--- src/rtl/cursor_ctrl_if.sv ---
// Command handshake bundle for cursor_ctrl, plus the shared game-phase type.
// master: cmd_valid/cmd_place out, cmd_ready in. slave: the reverse.
package cursor_pkg;
  typedef enum logic [1:0] {
    IDLE_PHASE,
    PLACEMENT_PHASE,
    FIRE_PHASE,
    OVER_PHASE
  } game_state_t;
endpackage

interface cursor_ctrl_if;
  logic cmd_valid;
  logic cmd_place;
  logic cmd_ready;

  modport master (
    output cmd_valid,
    output cmd_place,
    input  cmd_ready
  );

  modport slave (
    input  cmd_valid,
    input  cmd_place,
    output cmd_ready
  );
endinterface

--- src/rtl/cursor_ctrl.sv ---
// Cursor/orientation control from debounced, auto-repeating buttons; place/fire cmd.
// Ports: clk, reset (async high), btn_*, game_state, current_ship_length,
// cursor_x/y, orientation, cmd (cursor_ctrl_if.master). Option: CURSOR_WRAP_EN.
module cursor_ctrl
  import cursor_pkg::*;
#(
  parameter int GRID_SIZE       = 10,
  parameter int DEBOUNCE_CYCLES = 500000,
  parameter int REPEAT_DELAY    = 25000000,
  parameter int REPEAT_RATE     = 6250000
) (
  input  logic        clk,
  input  logic        reset,
  input  logic        btn_up,
  input  logic        btn_down,
  input  logic        btn_left,
  input  logic        btn_right,
  input  logic        btn_rotate,
  input  logic        btn_select,
  input  game_state_t game_state,
  input  logic [3:0]  current_ship_length,
  output logic [3:0]  cursor_x,
  output logic [3:0]  cursor_y,
  output logic        orientation,
  cursor_ctrl_if.master cmd
);

  localparam int DBW  = $clog2(DEBOUNCE_CYCLES + 1);
  localparam int RMAX = (REPEAT_DELAY > REPEAT_RATE) ?
                        REPEAT_DELAY : REPEAT_RATE;
  localparam int RW   = $clog2(RMAX + 1);
  localparam logic [DBW-1:0] DB_LAST = DBW'(DEBOUNCE_CYCLES - 1);
  localparam logic [4:0]     G5      = 5'(GRID_SIZE);

  // bit order: 0 up, 1 down, 2 left, 3 right, 4 rotate, 5 select
  logic [5:0]     raw;
  logic [5:0]     s1;
  logic [5:0]     s2;
  logic [5:0]     lvl;
  logic [5:0]     lvl_d;
  logic [DBW-1:0] db_cnt [6];
  logic [RW-1:0]  rp_cnt [4];
  logic [3:0]     rp_fast;
  logic [3:0]     rp_hit;
  logic [5:0]     evt;

  assign raw = {btn_select, btn_rotate, btn_right,
                btn_left, btn_down, btn_up};

  always_ff @(posedge clk or posedge reset) begin
    if (reset) begin
      s1    <= '0;
      s2    <= '0;
      lvl   <= '0;
      lvl_d <= '0;
      for (int i = 0; i < 6; i++) db_cnt[i] <= '0;
    end else begin
      s1    <= raw;
      s2    <= s1;
      lvl_d <= lvl;
      for (int i = 0; i < 6; i++) begin
        if (s2[i] == lvl[i]) begin
          db_cnt[i] <= '0;
        end else if (db_cnt[i] == DB_LAST) begin
          db_cnt[i] <= '0;
          lvl[i]    <= s2[i];
        end else begin
          db_cnt[i] <= db_cnt[i] + 1'b1;
        end
      end
    end
  end

  // rp_cnt counts cycles since the press (or since the last repeat)
  always_comb begin
    rp_hit = '0;
    for (int i = 0; i < 4; i++) begin
      rp_hit[i] = lvl[i] &&
        (rp_cnt[i] == (rp_fast[i] ? RW'(REPEAT_RATE)
                                  : RW'(REPEAT_DELAY)));
    end
  end

  always_ff @(posedge clk or posedge reset) begin
    if (reset) begin
      rp_fast <= '0;
      for (int i = 0; i < 4; i++) rp_cnt[i] <= '0;
    end else begin
      for (int i = 0; i < 4; i++) begin
        if (!lvl[i]) begin
          rp_cnt[i]  <= '0;
          rp_fast[i] <= 1'b0;
        end else if (rp_hit[i]) begin
          rp_cnt[i]  <= RW'(1);
          rp_fast[i] <= 1'b1;
        end else begin
          rp_cnt[i]  <= rp_cnt[i] + 1'b1;
        end
      end
    end
  end

  assign evt = (lvl & ~lvl_d) | {2'b00, rp_hit};

  typedef enum logic {
    CMD_IDLE,
    CMD_PEND
  } cmd_state_t;

  cmd_state_t st_q;
  cmd_state_t st_d;

  logic sel_evt;
  logic act;
  logic placement;

  assign sel_evt   = evt[5];
  assign placement = (game_state == PLACEMENT_PHASE);
  assign act       = (st_q == CMD_IDLE) && !sel_evt;

  always_comb begin
    st_d = st_q;
    unique case (st_q)
      CMD_IDLE: if (sel_evt)       st_d = CMD_PEND;
      CMD_PEND: if (cmd.cmd_ready) st_d = CMD_IDLE;
      default:                     st_d = CMD_IDLE;
    endcase
  end

  always_ff @(posedge clk or posedge reset) begin
    if (reset) begin
      st_q          <= CMD_IDLE;
      cmd.cmd_place <= 1'b0;
    end else begin
      st_q <= st_d;
      if (st_q == CMD_IDLE && sel_evt)
        cmd.cmd_place <= placement;
    end
  end

  assign cmd.cmd_valid = (st_q == CMD_PEND);

  function automatic logic [4:0] step(
    input logic [4:0] v,
    input logic [4:0] m,
    input logic       inc,
    input logic       dec
  );
    logic [4:0] r;
    r = v;
    if (inc && !dec) begin
      r = v + 5'd1;
`ifdef CURSOR_WRAP_EN
      if (r > m) r = '0;
`else
      if (r > m) r = m;
`endif
    end else if (dec && !inc) begin
      r = v - 5'd1;
      // v <= 15, so 0-1 is the only case that sets bit 4
`ifdef CURSOR_WRAP_EN
      if (r[4]) r = m;
`else
      if (r[4]) r = '0;
`endif
    end
    return r;
  endfunction

  logic       orient_n;
  logic [4:0] len;
  logic [4:0] max_x;
  logic [4:0] max_y;
  logic [4:0] xc;
  logic [4:0] yc;
  logic [4:0] xm;
  logic [4:0] ym;

  always_comb begin
    len = {1'b0, current_ship_length};
    if (len == 5'd0) len = 5'd1;
    if (len > G5)    len = G5;

    orient_n = orientation;
    if (act && evt[4] && placement) orient_n = ~orientation;

    max_x = G5 - 5'd1;
    max_y = G5 - 5'd1;
    if (placement) begin
      if (orient_n) max_y = G5 - len;
      else          max_x = G5 - len;
    end

    // clamp first: covers rotate, length and phase changes
    xc = {1'b0, cursor_x};
    yc = {1'b0, cursor_y};
    if (xc > max_x) xc = max_x;
    if (yc > max_y) yc = max_y;

    xm = step(xc, max_x, act && evt[3], act && evt[2]);
    ym = step(yc, max_y, act && evt[1], act && evt[0]);
  end

  always_ff @(posedge clk or posedge reset) begin
    if (reset) begin
      cursor_x    <= '0;
      cursor_y    <= '0;
      orientation <= 1'b0;
    end else begin
      cursor_x    <= xm[3:0];
      cursor_y    <= ym[3:0];
      orientation <= orient_n;
    end
  end

endmodule

--- src/flat_wrapper.sv ---
// flat-port wrapper written by rule: the top's interface ports become plain ports
module cursor_ctrl_flat import cursor_pkg::*;
#(
  parameter int GRID_SIZE       = 10,
  parameter int DEBOUNCE_CYCLES = 500000,
  parameter int REPEAT_DELAY    = 25000000,
  parameter int REPEAT_RATE     = 6250000
)
  (clk, reset, btn_up, btn_down, btn_left, btn_right, btn_rotate, btn_select, game_state, current_ship_length, cursor_x, cursor_y, orientation, cmd_cmd_valid, cmd_cmd_place, cmd_cmd_ready);
  cursor_ctrl_if cmd_i ();
  input  logic clk;
  input  logic reset;
  input  logic btn_up;
  input  logic btn_down;
  input  logic btn_left;
  input  logic btn_right;
  input  logic btn_rotate;
  input  logic btn_select;
  input  game_state_t game_state;
  input  logic [3:0] current_ship_length;
  output logic [3:0] cursor_x;
  output logic [3:0] cursor_y;
  output logic orientation;
  output wire logic [$bits(cmd_i.cmd_valid)-1:0] cmd_cmd_valid;
  output wire logic [$bits(cmd_i.cmd_place)-1:0] cmd_cmd_place;
  input wire logic [$bits(cmd_i.cmd_ready)-1:0] cmd_cmd_ready;
  assign cmd_cmd_valid = cmd_i.cmd_valid;
  assign cmd_cmd_place = cmd_i.cmd_place;
  assign cmd_i.cmd_ready = cmd_cmd_ready;
  cursor_ctrl #(.GRID_SIZE(GRID_SIZE), .DEBOUNCE_CYCLES(DEBOUNCE_CYCLES), .REPEAT_DELAY(REPEAT_DELAY), .REPEAT_RATE(REPEAT_RATE)) u_core (.clk(clk), .reset(reset), .btn_up(btn_up), .btn_down(btn_down), .btn_left(btn_left), .btn_right(btn_right), .btn_rotate(btn_rotate), .btn_select(btn_select), .game_state(game_state), .current_ship_length(current_ship_length), .cursor_x(cursor_x), .cursor_y(cursor_y), .orientation(orientation), .cmd(cmd_i));
endmodule
--- config.mk ---
export PLATFORM = sky130hd
export DESIGN_NAME = cursor_ctrl_flat
export DESIGN_NICKNAME = d
export VERILOG_FILES = /design/src/rtl/cursor_ctrl_if.sv /design/src/rtl/cursor_ctrl.sv /design/src/flat_wrapper.sv
export SDC_FILE = /design/constraint.sdc
export NUM_CORES = 1
export LEC_CHECK = 0
export CORE_MARGIN = 2
export CORE_UTILIZATION = 39
export DETAILED_ROUTE_END_ITERATION = 8
export GPL_TIMING_DRIVEN = 0
export SLEW_MARGIN = 10
export SYNTH_ARGS = -nofsm -noshare
export SYNTH_HDL_FRONTEND = slang
export SYNTH_SLANG_ARGS = --single-unit
--- constraint.sdc ---
create_clock -name clk -period 27.1 [get_ports clk]
set_input_delay 5.42 -clock clk [delete_from_list [all_inputs] [get_ports clk]]
set_output_delay 5.42 -clock clk [all_outputs]
set_load 0.01 [all_outputs]
* Word-level counts from Yosys, hierarchy flattened
Cells that the tools add are included. W data, S select, Z words.
Operators by class: add/sub/neg operators 15, $lt $le $gt $ge 5, equality and inequality tests 21, mux-type cells 52, bitwise operators 11, reductions and logical operators 28
Operators with widths (number):
- $mux W25 | 12
- $mux W19 | 12
- $add A19 B1 Y19 const B | 6
- $eq A19 B19 Y1 const B | 6
- $add A25 B1 Y25 const B | 4
- $eq A25 B25 Y1 | 4
- $mux W4 | 10
- $mux W5 | 6
- $logic_and A1 B1 Y1 | 16
- $reduce_and A2 Y1 | 6
- $mux W1 | 11
- $add A5 B1 Y5 const B | 2
- $gt A4 B5 Y1 | 2
- $gt A5 B5 Y1 | 2
- $sub A5 B1 Y5 const B | 2
- $ne A2 B2 Y1 const B | 4
- $not A1 Y1 | 8
- $and A6 B6 Y6 | 1
- $eq A1 B1 Y1 | 6
- $not A6 Y6 | 1
- $or A6 B4 Y6 | 1
- $logic_not A1 Y1 | 5
- $sub A4 B4 Y5 const A | 1
- $gt A4 B4 Y1 const B | 1
- other kinds (3) | 3
Word-level totals: flip-flop bits (word level) 253, input bits 15, output and inout port bits 11, logic and storage cells 160

* Longest topological paths before layout
depth after elaboration 17, gate-level depth with buffers 24, depth with buffers taken out 24

* Worst setup path before layout
OpenSTA, ideal clock, no wires.
path type input port to flip-flop, from in current_ship_length[0], to reg u_core.cursor_x[1], library setup time 0.126 ns, arrival time 9.850 ns, required time 26.974 ns, setup slack 17.124 ns, stages 20, path buffers 0, path through nand2b_1 -> a21o_1 -> ha_1 -> or2_2 -> nor2_1 -> inv_1 -> ha_1 -> a211oi_1 -> nor2_1 -> maj3_2 -> mux2_2 -> ha_1 -> xnor2_1 -> ha_1 -> o21ai_0 -> a21o_1 -> a2111oi_0 -> o31a_1 -> mux2_2 -> a221o_1
On the way: cells in the longest elaborated chain, start to end 13, elaborated cells on any way between the ends 16, classes of those cells add/sub: 3; order compare: 3; mux: 9; reduce/logical: 1
Ends and longest elaborated chain:
- start: declaration | line flat_wrapper.sv:20 | input logic [3:0] current_ship_length;
- $logic_not A4 Y1 | line cursor_ctrl.sv:181 | if (len == 5'd0) len = 5'd1;
- $mux W4 * | line cursor_ctrl.sv:181
- $gt A4 B4 Y1 | line cursor_ctrl.sv:182 | if (len > G5) len = G5;
- $mux W4 * | line cursor_ctrl.sv:182
- $sub A4 B4 Y5 * | line cursor_ctrl.sv:191 | else max_x = G5 - len;
- $mux W5 * | line cursor_ctrl.sv:190 | if (orient_n) max_y = G5 - len;
- $mux W5 * | line cursor_ctrl.sv:189 | if (placement) begin
- $gt A4 B5 Y1 | line cursor_ctrl.sv:197 | if (xc > max_x) xc = max_x;
- $mux W5 | line cursor_ctrl.sv:197
- $add A5 B1 Y5 or $sub A5 B1 Y5 (tied branches) | line cursor_ctrl.sv:152, cursor_ctrl.sv:159
- $gt A5 B5 Y1 or $mux W4 (tied branches) | line cursor_ctrl.sv:156, cursor_ctrl.sv:164
- $mux W4, on equally long branches | line cursor_ctrl.sv:156, cursor_ctrl.sv:158
- $mux W4 * | line cursor_ctrl.sv:151 | if (inc && !dec) begin
- via u_core.xm[1] | line cursor_ctrl.sv:176 | logic [4:0] xm;
- end signal: assignment | line cursor_ctrl.sv:210 | cursor_x <= xm[3:0];
- end: declaration | line cursor_ctrl.sv:22 | output logic [3:0] cursor_x,
The timed path passes the listed nets; every way through them passes the cells marked *. A chain may end at the register's enable or synchronous reset.

* Worst setup path after layout
from in current_ship_length[3], to reg u_core.cursor_x[1]
Same word-level chain as after synthesis.

==> results by group <==
Detailed routing
  • Avg WL per Cell: 13.51 um
  • DRC violations left: 0
  • Vias post-DR: 9448
  • TritonRoute pass-1 iters: 5
  • Routed wire length: 25290 um
  • DRT iter0 DRCs: 493
  • ANT nets after route: 0
  • Vias/cell: 5.047

GRT
  • GRT overflow: 0
  • Initial antenna violation count: 0
  • First-pass GRT wire length: 45160 um
  • GRT Total Usage: 14.93%
  • Vias in the first global route: 9564
  • Largest net degree at the start of global routing: 99

Clocking
  • Longest Clk Path Bufs: 3
  • # Post-CTS Setup Buffers: 0
  • CTS tree: yes
  • Clock transition at path regs: 0.06 ns
  • Total CTS buffers: 30
  • Root buffer cell: clkbuf_16
  • CTS H-tree lvls: 1
  • Post-CTS Resized: 0
  • Sink Count: 253
  • Cts hold-fix bufs: 0
  • Clk_lat worst skew: 0.57 ns

Worst setup path
  • Startpoint Class: input pin
  • Required @ worst endpoint: 27.54 ns
  • Crit path max fanout: 7
  • R2r setup slk: 21.45 ns
  • Arr. time, crit path: 10.96 ns
  • Crit Path Category: in -> reg
  • Critical Path Sink Type: flop

Layout
  • Final nets: 1457
  • N_diodes: 0
  • Area grow syn2layout: 14.76%
  • Fillers: 3145
  • Design area: 14900 um2
  • Share of layout cells above drive strength 1: 5.734%

Die
  • Core ar.: 32700 um2
  • Die X: 186.5 um
  • Die ar.: 34780 um2
  • Initial Util: 39.72%
  • Row count: 66
  • Chip height: 186.5 um
  • IO Pins: 26

Timing
  • Slew Viols, Final: 0
  • Clk_skew: 0.02352 ns
  • Worst-margin pin slew: 0.8586 ns
  • Worst-case hold slack: 0.3476 ns
  • Endpoints failing setup: 0
  • Final min period: 10.52 ns
  • Unrepaired setup endpoints after global routing: false
  • Hold Vio Cnt, Final: 0
  • Rel. slew slack: 42.32%
  • Setup TNS: 0 ns
  • Peak Freq: 95.08 MHz
  • Final setup margin: 16.58 ns
  • Fin crit share: 38.81%

Logic synthesis
  • Post-synth top cells: nor2_1, dfrtp_1, nand3_1, xor2_1, xnor2_1
  • Post-synthesis simple-gate area fraction: 25.62%
  • Post-synthesis compound-gate area fraction: 5.501%
  • Post-synthesis mux area share: 1.898%
  • Area of the mapped netlist: 12990 um2
  • Warnings, synthesis: 0
  • Seq/Total Area, Yosys: 48.75%
  • Post-synthesis xor/xnor area fraction: 12.34%
  • Synth cell types: 66
  • Most frequent cell after synthesis: nor2_1
  • Seq cells post-synth: 253
  • Number of flops mapped to enable cells by yosys: 0
  • Syn Area/Cell: 9.627 um2
  • Primary FF master, synth: dfrtp_1
  • Top cell type's share of synthesized area: 48.75%
  • Largest cells by area after synthesis: dfrtp_1, nor2_1, xor2_1
  • Largest area contributor in the netlist: dfrtp_1
  • Largest family of logic cells by synthesized area: simple AND/OR/NAND/NOR gates
  • Post-Synthesis Cells: 1349
  • Post-Synth Adder-Cell Area: 3.372%
  • Async SR Flop Fraction: 100.0%

Status
  • Status: complete, no violations

Place
  • DP Wirelength: 17270 um
  • Setup slack at placement: 16.03 ns
  • Placer Congestion: 0.8119
  • Number of port buffers: 25
  • Placed Area: 13860 um2

Pwr
  • Pwr Density: 60.86 nW/um2
  • Tot Pwr: 907.1 uW
  • Leakage power: 0.006136 uW
  • Max VDD drop: 0.04963 mV

Worst hold path
  • Min-delay worst type: reg -> reg

Job
  • MaxCap Viol Count: 0
==> routing by layer <==
metal / up-vias / GRT usage [%] / routed length, um
met5: - / 0 / 0
met4: 0 / 2.808 / 281
met3: 25 / 2.351 / 784
met2: 102 / 24.77 / 11580
met1: 4586 / 20.87 / 12640
li1: 4735 / - / -
==> registers in the layout (all words and copies together) (netlist names) <==
| register | count |
|---|---|
| u_core.cursor_x | 4 |
| u_core.orientation | 1 |
| u_core.rp_cnt | 100 |
| u_core.cursor_y | 4 |
| u_core.s2 | 6 |
| u_core.lvl_d | 6 |
| u_core.s1 | 6 |
| u_core.db_cnt | 114 |
| u_core.cmd.cmd_valid | 1 |
| u_core.rp_fast | 4 |
| u_core.lvl | 6 |
| u_core.cmd.cmd_place | 1 |
==> power by group <==
| group | switching [uW] | internal, uW |
|---|---|---|
| combinational | 57.1 | 42.0 |
| clock | 161 | 256 |
| sequential | 7.53 | 384 |
==> worst max-delay path, stage by stage <==
cell and delay (ns):
clkdlybuf4s50_1 0.54, nand2b_1 0.10, a21o_1 0.16, ha_1 0.26, or2_2 0.33, nor2_1 0.23
inv_1 0.11, ha_1 0.30, nand3_1 0.07, o21ai_0 0.10, nor2_1 0.23, maj3_2 0.33
mux2_2 0.38, ha_1 0.23, xnor2_1 0.21, ha_1 0.26, o21ai_0 0.12, a21o_1 0.20
a2111oi_0 0.33, o31a_1 0.33, mux2_2 0.37, a221o_1 0.34
==> stage by stage <==
stage	utilization, %	std cells
after global routing	45.58	1872
final	45.58	1872
after CTS	45.58	1872
after floorplan	-	1350
after detailed placement	42.37	1819
after global placement	42.18	1817
==> layout by cell type, fill, tap and decap left out, types with 7 or more instances in the layout <==
master / synthesis / layout
o21ai_0: 32 / 32
and3_1: 48 / 48
clkbuf_1: 16 / 19
dfrtp_1: 253 / 253
nor2_1: 254 / 254
nand4_1: 25 / 25
nor3_1: 17 / 17
or2_2: 8 / 8
a21oi_1: 28 / 28
xor2_1: 97 / 97
clkdlybuf4s50_1: 0 / 25
mux2i_1: 13 / 13
nor4_1: 11 / 11
mux2_2: 9 / 9
nor4bb_1: 14 / 14
inv_1: 58 / 57
clkbuf_8: 0 / 9
nor4b_1: 8 / 8
xnor2_1: 86 / 86
nand2_1: 70 / 70
ha_1: 33 / 33
or3_1: 30 / 30
nand4b_1: 9 / 9
buf_1: 8 / 8
nand3_1: 118 / 118
nor2b_1: 14 / 14
clkbuf_16: 0 / 30
nand2b_1: 7 / 7
==> cell type report <==
type                            count  area, um2  share of cell area [%]
Clock buffer                       42      885.9                   5.944
Sequential cell                   253       6331                   42.48
Buffer                             26      106.4                  0.7136
Clock inverter                     11      161.4                   1.083
Timing Repair Buffer               27      305.3                   2.048
Multi-Input combinational cell   1013       6336                   42.51
Tap cell                          442      553.0                   3.711
Inverter                           58      225.2                   1.511
==> cells by family after synthesis <==
logic type / count (synthesis)
muxes: 23
and+or+nand+nor: 660
AOI/OAI and AO/OA: 110
xor gates and xnor gates: 183
other: 1
DFF: 253
adders and majority gates: 35
buffers and inverters: 84
==> path summary, 6_finish.rpt <==
path	from	to	cells after the start
max in group asynchronous	reset	u_core.rp_cnt[73]	3
setup reg to reg	u_core.lvl[5]	u_core.cursor_x[1]	21
hold / removal	u_core.s1[1]	u_core.s2[1]	0
min in group asynchronous	reset	u_core.db_cnt[106]	2
hold reg to reg	u_core.s1[1]	u_core.s2[1]	0
setup / recovery	current_ship_length[3]	u_core.cursor_x[1]	22
No activity file was read; power rests on OpenSTA's default activity.
